**src/rtl/program_loader_if.sv**
```systemverilog
// Byte-stream handshake between a host byte source and the program loader.
//   byte_valid : source has a byte on byte_data
//   byte_data  : stream byte
//   byte_last  : byte_data is the final byte of the program
//   byte_ready : loader accepts the byte on this cycle's rising edge
// master = byte source, slave = loader.
interface program_loader_if #(
    parameter int unsigned DATA_W = 8
);
    logic              byte_valid;
    logic [DATA_W-1:0] byte_data;
    logic              byte_last;
    logic              byte_ready;

    modport master (
        output byte_valid,
        output byte_data,
        output byte_last,
        input  byte_ready
    );

    modport slave (
        input  byte_valid,
        input  byte_data,
        input  byte_last,
        output byte_ready
    );
endinterface

```
**src/rtl/program_loader.sv**
```systemverilog
// Program loader: writes a byte stream into CPU program memory at addresses
// 0,1,2,... while holding the CPU in program mode, then releases it to run.
// Ports:
//   CLK, nRST      : clock, asynchronous active-low reset
//   start          : one-cycle load request (ignored while busy)
//   abort          : cancel an in-progress load
//   bus            : byte stream (slave side), byte_ready is registered
//   mode           : 1 = CPU program mode, 0 = run
//   addr/instr/WEN : program-memory write port
//   busy/done/err  : load status (done/err are levels for the last load)
module program_loader #(
    parameter int unsigned ADDR_W = 4,
    parameter int unsigned DATA_W = 8
) (
    input  logic              CLK,
    input  logic              nRST,
    input  logic              start,
    input  logic              abort,
    program_loader_if.slave   bus,
    output logic              mode,
    output logic [ADDR_W-1:0] addr,
    output logic [DATA_W-1:0] instr,
    output logic              WEN,
    output logic              busy,
    output logic              done,
    output logic              err
);

    localparam logic [ADDR_W-1:0] ADDR_MAX = '1;

    typedef enum logic [2:0] {
        IDLE,
        WAIT_BYTE,
        SETUP,
        WRITE,
        HOLD,
        RELEASE
    } state_t;

    state_t            state_q, state_d;
    logic              ready_q, ready_d;
    logic              last_q, last_d;
    logic              mode_d, wen_d, busy_d, done_d, err_d;
    logic [ADDR_W-1:0] addr_d;
    logic [DATA_W-1:0] instr_d;

    assign bus.byte_ready = ready_q;

    // State and registered outputs
    always_ff @(posedge CLK or negedge nRST) begin
        if (!nRST) begin
            state_q <= IDLE;
            ready_q <= 1'b0;
            last_q  <= 1'b0;
            mode    <= 1'b0;
            addr    <= '0;
            instr   <= '0;
            WEN     <= 1'b0;
            busy    <= 1'b0;
            done    <= 1'b0;
            err     <= 1'b0;
        end else begin
            state_q <= state_d;
            ready_q <= ready_d;
            last_q  <= last_d;
            mode    <= mode_d;
            addr    <= addr_d;
            instr   <= instr_d;
            WEN     <= wen_d;
            busy    <= busy_d;
            done    <= done_d;
            err     <= err_d;
        end
    end

    // Next state and next output values
    always_comb begin
        state_d = state_q;
        last_d  = last_q;
        mode_d  = mode;
        addr_d  = addr;
        instr_d = instr;
        wen_d   = 1'b0;
        busy_d  = busy;
        done_d  = done;
        err_d   = err;

        if (abort && (state_q != IDLE)) begin
            // Abort drops WEN on the next edge, so a write in flight stays one cycle
            state_d = IDLE;
            mode_d  = 1'b0;
            busy_d  = 1'b0;
            done_d  = 1'b0;
            err_d   = 1'b1;
        end else begin
            case (state_q)
                IDLE: begin
                    if (start) begin
                        state_d = WAIT_BYTE;
                        mode_d  = 1'b1;
                        busy_d  = 1'b1;
                        addr_d  = '0;
                        done_d  = 1'b0;
                        err_d   = 1'b0;
                    end
                end
                WAIT_BYTE: begin
                    if (bus.byte_valid && ready_q) begin
                        instr_d = bus.byte_data;
                        last_d  = bus.byte_last;
                        state_d = SETUP;
                    end
                end
                SETUP: begin
                    state_d = WRITE;
                    wen_d   = 1'b1;
                end
                WRITE: begin
                    state_d = HOLD;
                end
                HOLD: begin
                    if (last_q) begin
                        state_d = RELEASE;
                        err_d   = 1'b0;
                    end else if (addr == ADDR_MAX) begin
                        // Memory full without a last byte: overflow
                        state_d = RELEASE;
                        err_d   = 1'b1;
                    end else begin
                        addr_d  = addr + ADDR_W'(1);
                        state_d = WAIT_BYTE;
                    end
                end
                RELEASE: begin
                    state_d = IDLE;
                    mode_d  = 1'b0;
                    busy_d  = 1'b0;
                    done_d  = 1'b1;
                end
                default: begin
                    state_d = IDLE;
                end
            endcase
        end

        ready_d = (state_d == WAIT_BYTE);
    end

endmodule
```
**src/flat_wrapper.sv**
```systemverilog
// flat-port wrapper written by rule: the top's interface ports become plain ports
module program_loader_flat 
#(
    parameter int unsigned ADDR_W = 4,
    parameter int unsigned DATA_W = 8
)
  (CLK, nRST, start, abort, mode, addr, instr, WEN, busy, done, err, bus_byte_valid, bus_byte_data, bus_byte_last, bus_byte_ready);
  program_loader_if #(.DATA_W(DATA_W)) bus_i ();
  input  logic CLK;
  input  logic nRST;
  input  logic start;
  input  logic abort;
  output logic mode;
  output logic [ADDR_W-1:0] addr;
  output logic [DATA_W-1:0] instr;
  output logic WEN;
  output logic busy;
  output logic done;
  output logic err;
  input wire logic [$bits(bus_i.byte_valid)-1:0] bus_byte_valid;
  input wire logic [$bits(bus_i.byte_data)-1:0] bus_byte_data;
  input wire logic [$bits(bus_i.byte_last)-1:0] bus_byte_last;
  output wire logic [$bits(bus_i.byte_ready)-1:0] bus_byte_ready;
  assign bus_i.byte_valid = bus_byte_valid;
  assign bus_i.byte_data = bus_byte_data;
  assign bus_i.byte_last = bus_byte_last;
  assign bus_byte_ready = bus_i.byte_ready;
  program_loader #(.ADDR_W(ADDR_W), .DATA_W(DATA_W)) u_core (.CLK(CLK), .nRST(nRST), .start(start), .abort(abort), .bus(bus_i), .mode(mode), .addr(addr), .instr(instr), .WEN(WEN), .busy(busy), .done(done), .err(err));
endmodule
```
**config.mk**
```make
export PLATFORM = sky130hd
export DESIGN_NAME = program_loader_flat
export DESIGN_NICKNAME = d
export VERILOG_FILES = /design/src/rtl/program_loader_if.sv /design/src/rtl/program_loader.sv /design/src/flat_wrapper.sv
export SDC_FILE = /design/constraint.sdc
export NUM_CORES = 1
export LEC_CHECK = 0
export CAP_MARGIN = 20
export CORE_MARGIN = 4
export CORE_UTILIZATION = 47
export CTS_BUF_LIST = sky130_fd_sc_hd__clkbuf_2 sky130_fd_sc_hd__clkbuf_4 sky130_fd_sc_hd__clkbuf_8
export DETAILED_ROUTE_END_ITERATION = 8
export PLACE_DENSITY = 0.81
export RECOVER_POWER = 25
export SYNTH_ARGS = -nofsm -noshare
export SYNTH_HDL_FRONTEND = slang
export SYNTH_SLANG_ARGS = --single-unit
```
**constraint.sdc**
```tcl
create_clock -name CLK -period 2.1 [get_ports CLK]
set_input_delay 0.42 -clock CLK [delete_from_list [all_inputs] [get_ports CLK]]
set_output_delay 0.42 -clock CLK [all_outputs]
set_load 0.05 [all_outputs]
```
==> results.sh <==
export IMPL_drc=0
export IMPL_total_power_mw=1.988
export IMPL_nets=139
export IMPL_post_dp_hpwl_um=1637
export IMPL_cts_made_buffers=3
export IMPL_cts_tree="built"
export IMPL_clock_path_buffers=2
export IMPL_p_sw_mw=0.9342
export IMPL_io_buffer_count=31
export IMPL_diodes=0
export IMPL_worstPathRequired_ns=1.68
export IMPL_final_area_um2=1388
export IMPL_synth_top_area_share_pct=51.66
export IMPL_ir_drop_uv=1234
export IMPL_setup_violations_final=0
export IMPL_rr_startpoint="u_core.addr[0]"
export IMPL_yosysWarningCount=0
export IMPL_period_minus_slack_ns=2.004
export IMPL_startpoint="u_core.addr[3]"
export IMPL_dominantRegCellSynth="dfrtp_1"
export IMPL_r2r_end="u_core.addr[3]"
export IMPL_report_final_slew_viol_count=0
export IMPL_path_clk_slew_ns=0.12
export IMPL_numClockSinks=21
export IMPL_critPathTopFamily="buffers and inverters"
export IMPL_syn_area_um2=1017
export IMPL_pwr_share_seq_pct=35.2
export IMPL_syn_inst=90
export IMPL_grt_pass1_wl_um=3788
export IMPL_die_w_um=54.52
export IMPL_synth_cell_types=35
export IMPL_synth_top_cell_by_area="dfrtp_1"
export IMPL_detail_route_wl_per_cell_um=14.44
export IMPL_start_util_pct=50.81
export IMPL_fmax_mhz=499.1
export IMPL_core_um2=2002
export IMPL_async_reset_ff_share_pct=100.0
export IMPL_synth_edf_count=0
export IMPL_drt_iter0_drc=17
export IMPL_grt_max_degree=22
export IMPL_postPlaceCellArea_um2=1359
export IMPL_finClkSkew_ns=0.01029
export IMPL_finalWirelength_um=2166
export IMPL_worst_path_buf_inv=1
export IMPL_arrival_ns=1.58
export IMPL_synth_seq_cells=21
export IMPL_outcome="complete, no violations"
export IMPL_intPower_mw=1.053
export IMPL_combinationalPowerShare_pct=54.7
export IMPL_routabilityCongestion=0.8217
export IMPL_layout_drive_gt1_share_pct=17.07
export IMPL_yosysSeqAreaShare_pct=51.66
export IMPL_leakage_nw=0.6007
export IMPL_synth_area_top_cells="dfrtp_1 (52%), mux2_2 (10%), nand2_1 (3.3%), a21oi_1 (2.5%), nand4b_4 (2.3%)"
export IMPL_critPathCaptureType="output port"
export IMPL_max_cap_viol_count=0
export IMPL_p_sw_share_pct=47.00
export IMPL_dieHeight_um=54.52
export IMPL_pre_cts_ws_ns=0.1948
export IMPL_post_route_period_util_pct=95.41
export IMPL_cp_cell_sequence="clkdlybuf4s50_1"
export IMPL_synth_most_common_cell="dfrtp_1"
export IMPL_overflow=0
export IMPL_tightest_slew_ns=1.152
export IMPL_setup_ws_ns=0.09633
export IMPL_hold_class="flip-flop to flip-flop"
export IMPL_syn_avg_cell_area_um2=11.30
export IMPL_relSlewSlack_pct=23.19
export IMPL_grt_pass1_vias=885
export IMPL_critPathKind="flip-flop to output port"
export IMPL_syn_nets=105
export IMPL_path_depth=1
export IMPL_r2r_setup_slack_ns=0.42
export IMPL_max_stage_delay_ns=0.84
export IMPL_ant_nets=0
export IMPL_dr_pass1_iters=4
export IMPL_grt_setup_unrepaired="false"
export IMPL_syn_to_final_growth_pct=36.41
export IMPL_synthTopCellsByCount="dfrtp_1 (21), mux2_2 (9), nand2_1 (9), a21oi_1 (5)"
export IMPL_startpoint_type="flip-flop"
export IMPL_grt_use_total_pct=17.71
export IMPL_finalSetupTns_ns=0
export IMPL_hold_buffers=0
export IMPL_post_route_util_pct=69.31
export IMPL_dr_total_vias=819
export IMPL_hold_violations=0
export IMPL_post_cts_resized=0
export IMPL_clock_power_share_pct=10.1
export IMPL_num_rows=16
export IMPL_critPathCapture="addr[3]"
export IMPL_worstPathMaxFanout=7
export IMPL_vias_per_cell=5.460
export IMPL_dieArea_um2=2972
export IMPL_clockRootBuffer="clkbuf_4"
export IMPL_antenna_found_initial=0
export IMPL_clock_latency_ns=0.29
export IMPL_post_cts_buffers=0
export IMPL_htree_levels=1
export IMPL_p_per_area_nw_per_um2=1432
export IMPL_fillers=155
export IMPL_r2r_cells=5
export IMPL_io_pins=32
export IMPL_critPathSlowestCell="clkdlybuf4s50_1"
placed cells by master, fill, tap and decap left out:
master / instances
nand2_1: 9
dlymetal6s2s_1: 1
a31oi_1: 1
nand3_1: 3
nand3b_1: 1
or3_1: 1
a31o_2: 1
o32ai_1: 1
dlygate4sd3_1: 1
buf_4: 2
o22ai_1: 2
nand4b_4: 1
a2111oi_0: 1
clkdlybuf4s50_1: 29
o31a_1: 1
inv_1: 4
o32a_1: 1
or2_2: 1
nor2_1: 4
clkbuf_4: 4
nor3_4: 1
nor3b_1: 1
a2bb2oi_1: 1
mux2_2: 9
nor2_4: 1
a22oi_1: 1
dfrtp_1: 21
ha_1: 1
nor3_1: 2
a21o_1: 1
o2111a_1: 1
a41oi_1: 2
o2111ai_2: 1
nand2b_1: 1
o21ai_0: 3
a211oi_1: 1
clkbuf_1: 1
a21oi_1: 5
how the worst min path moves through the flow:
stage               startpoint         endpoint  slack (ns)  cells past startpoint
2_1_floorplan             nRST       u_core.WEN        0.12                      0
3_3_place_gp   u_core.instr[1]  u_core.instr[1]        0.49                      1
3_5_place_dp   u_core.instr[0]  u_core.instr[0]        0.50                      1
4_1_cts                   nRST      u_core.done        0.46                      2
5_1_grt        u_core.instr[0]  u_core.instr[0]        0.55                      1
6_report       u_core.instr[3]  u_core.instr[3]        0.52                      1
final cells by class:
| class | instances | area (um2) | area share (%) |
|---|---|---|---|
| inverters | 4 | 15.01 | 1.082 |
| clock buffers | 4 | 30.03 | 2.164 |
| well taps | 27 | 33.78 | 2.435 |
| repair buffers | 34 | 331.6 | 23.90 |
| multi-input cells | 60 | 451.7 | 32.55 |
| flip-flops and latches | 21 | 525.5 | 37.87 |
sequential cells by signal (all words and copies together), names as in the netlist:
name                   flops
u_core.state_q             3
u_core.done                1
u_core.mode                1
u_core.err                 1
u_core.instr               8
u_core.bus.byte_ready      1
u_core.last_q              1
u_core.WEN                 1
u_core.addr                4
kinds of logic (layout without fill, tap and decap cells):
group,after synthesis,in the layout,synth area share (%)
muxes,9,9,9.963
DFF,21,21,51.66
AOI/OAI and AO/OA,24,24,17.59
and+or+nand+nor,26,26,15.62
adders and majority gates,1,1,1.230
buffers and inverters,9,42,3.936
power by group through the flow:
stage | clock network, mW | registers [mW] | logic, mW
after detailed placement | 0 | 0.704 | 1.09
after global placement | 0 | 0.693 | 1.08
after floorplan | 0 | 1.02 | 0.444
after CTS | 0.208 | 0.701 | 1.10
final | 0.200 | 0.699 | 1.09
after global routing | 0.225 | 0.728 | 1.16
metal layers:
metal | wire length (um) | GRT usage [%] | share of wire (%) | up-vias
met5 | 0 | 0 | 0 | -
met4 | 12 | 3.734 | 0.55 | 0
met3 | 136 | 3.542 | 6.3 | 2
met2 | 1093 | 31.87 | 50 | 26
met1 | 923 | 21.74 | 43 | 388
li1 | - | - | - | 403
per-stage QoR:
step,hold WS [ns],std cells
final,0.5204,150
after global routing,0.5524,150
after detailed placement,0.5013,146
after CTS,0.4638,150
after global placement,0.4900,146
after floorplan,0.1244,90
Note: power is estimated with default switching activity, not from simulation.
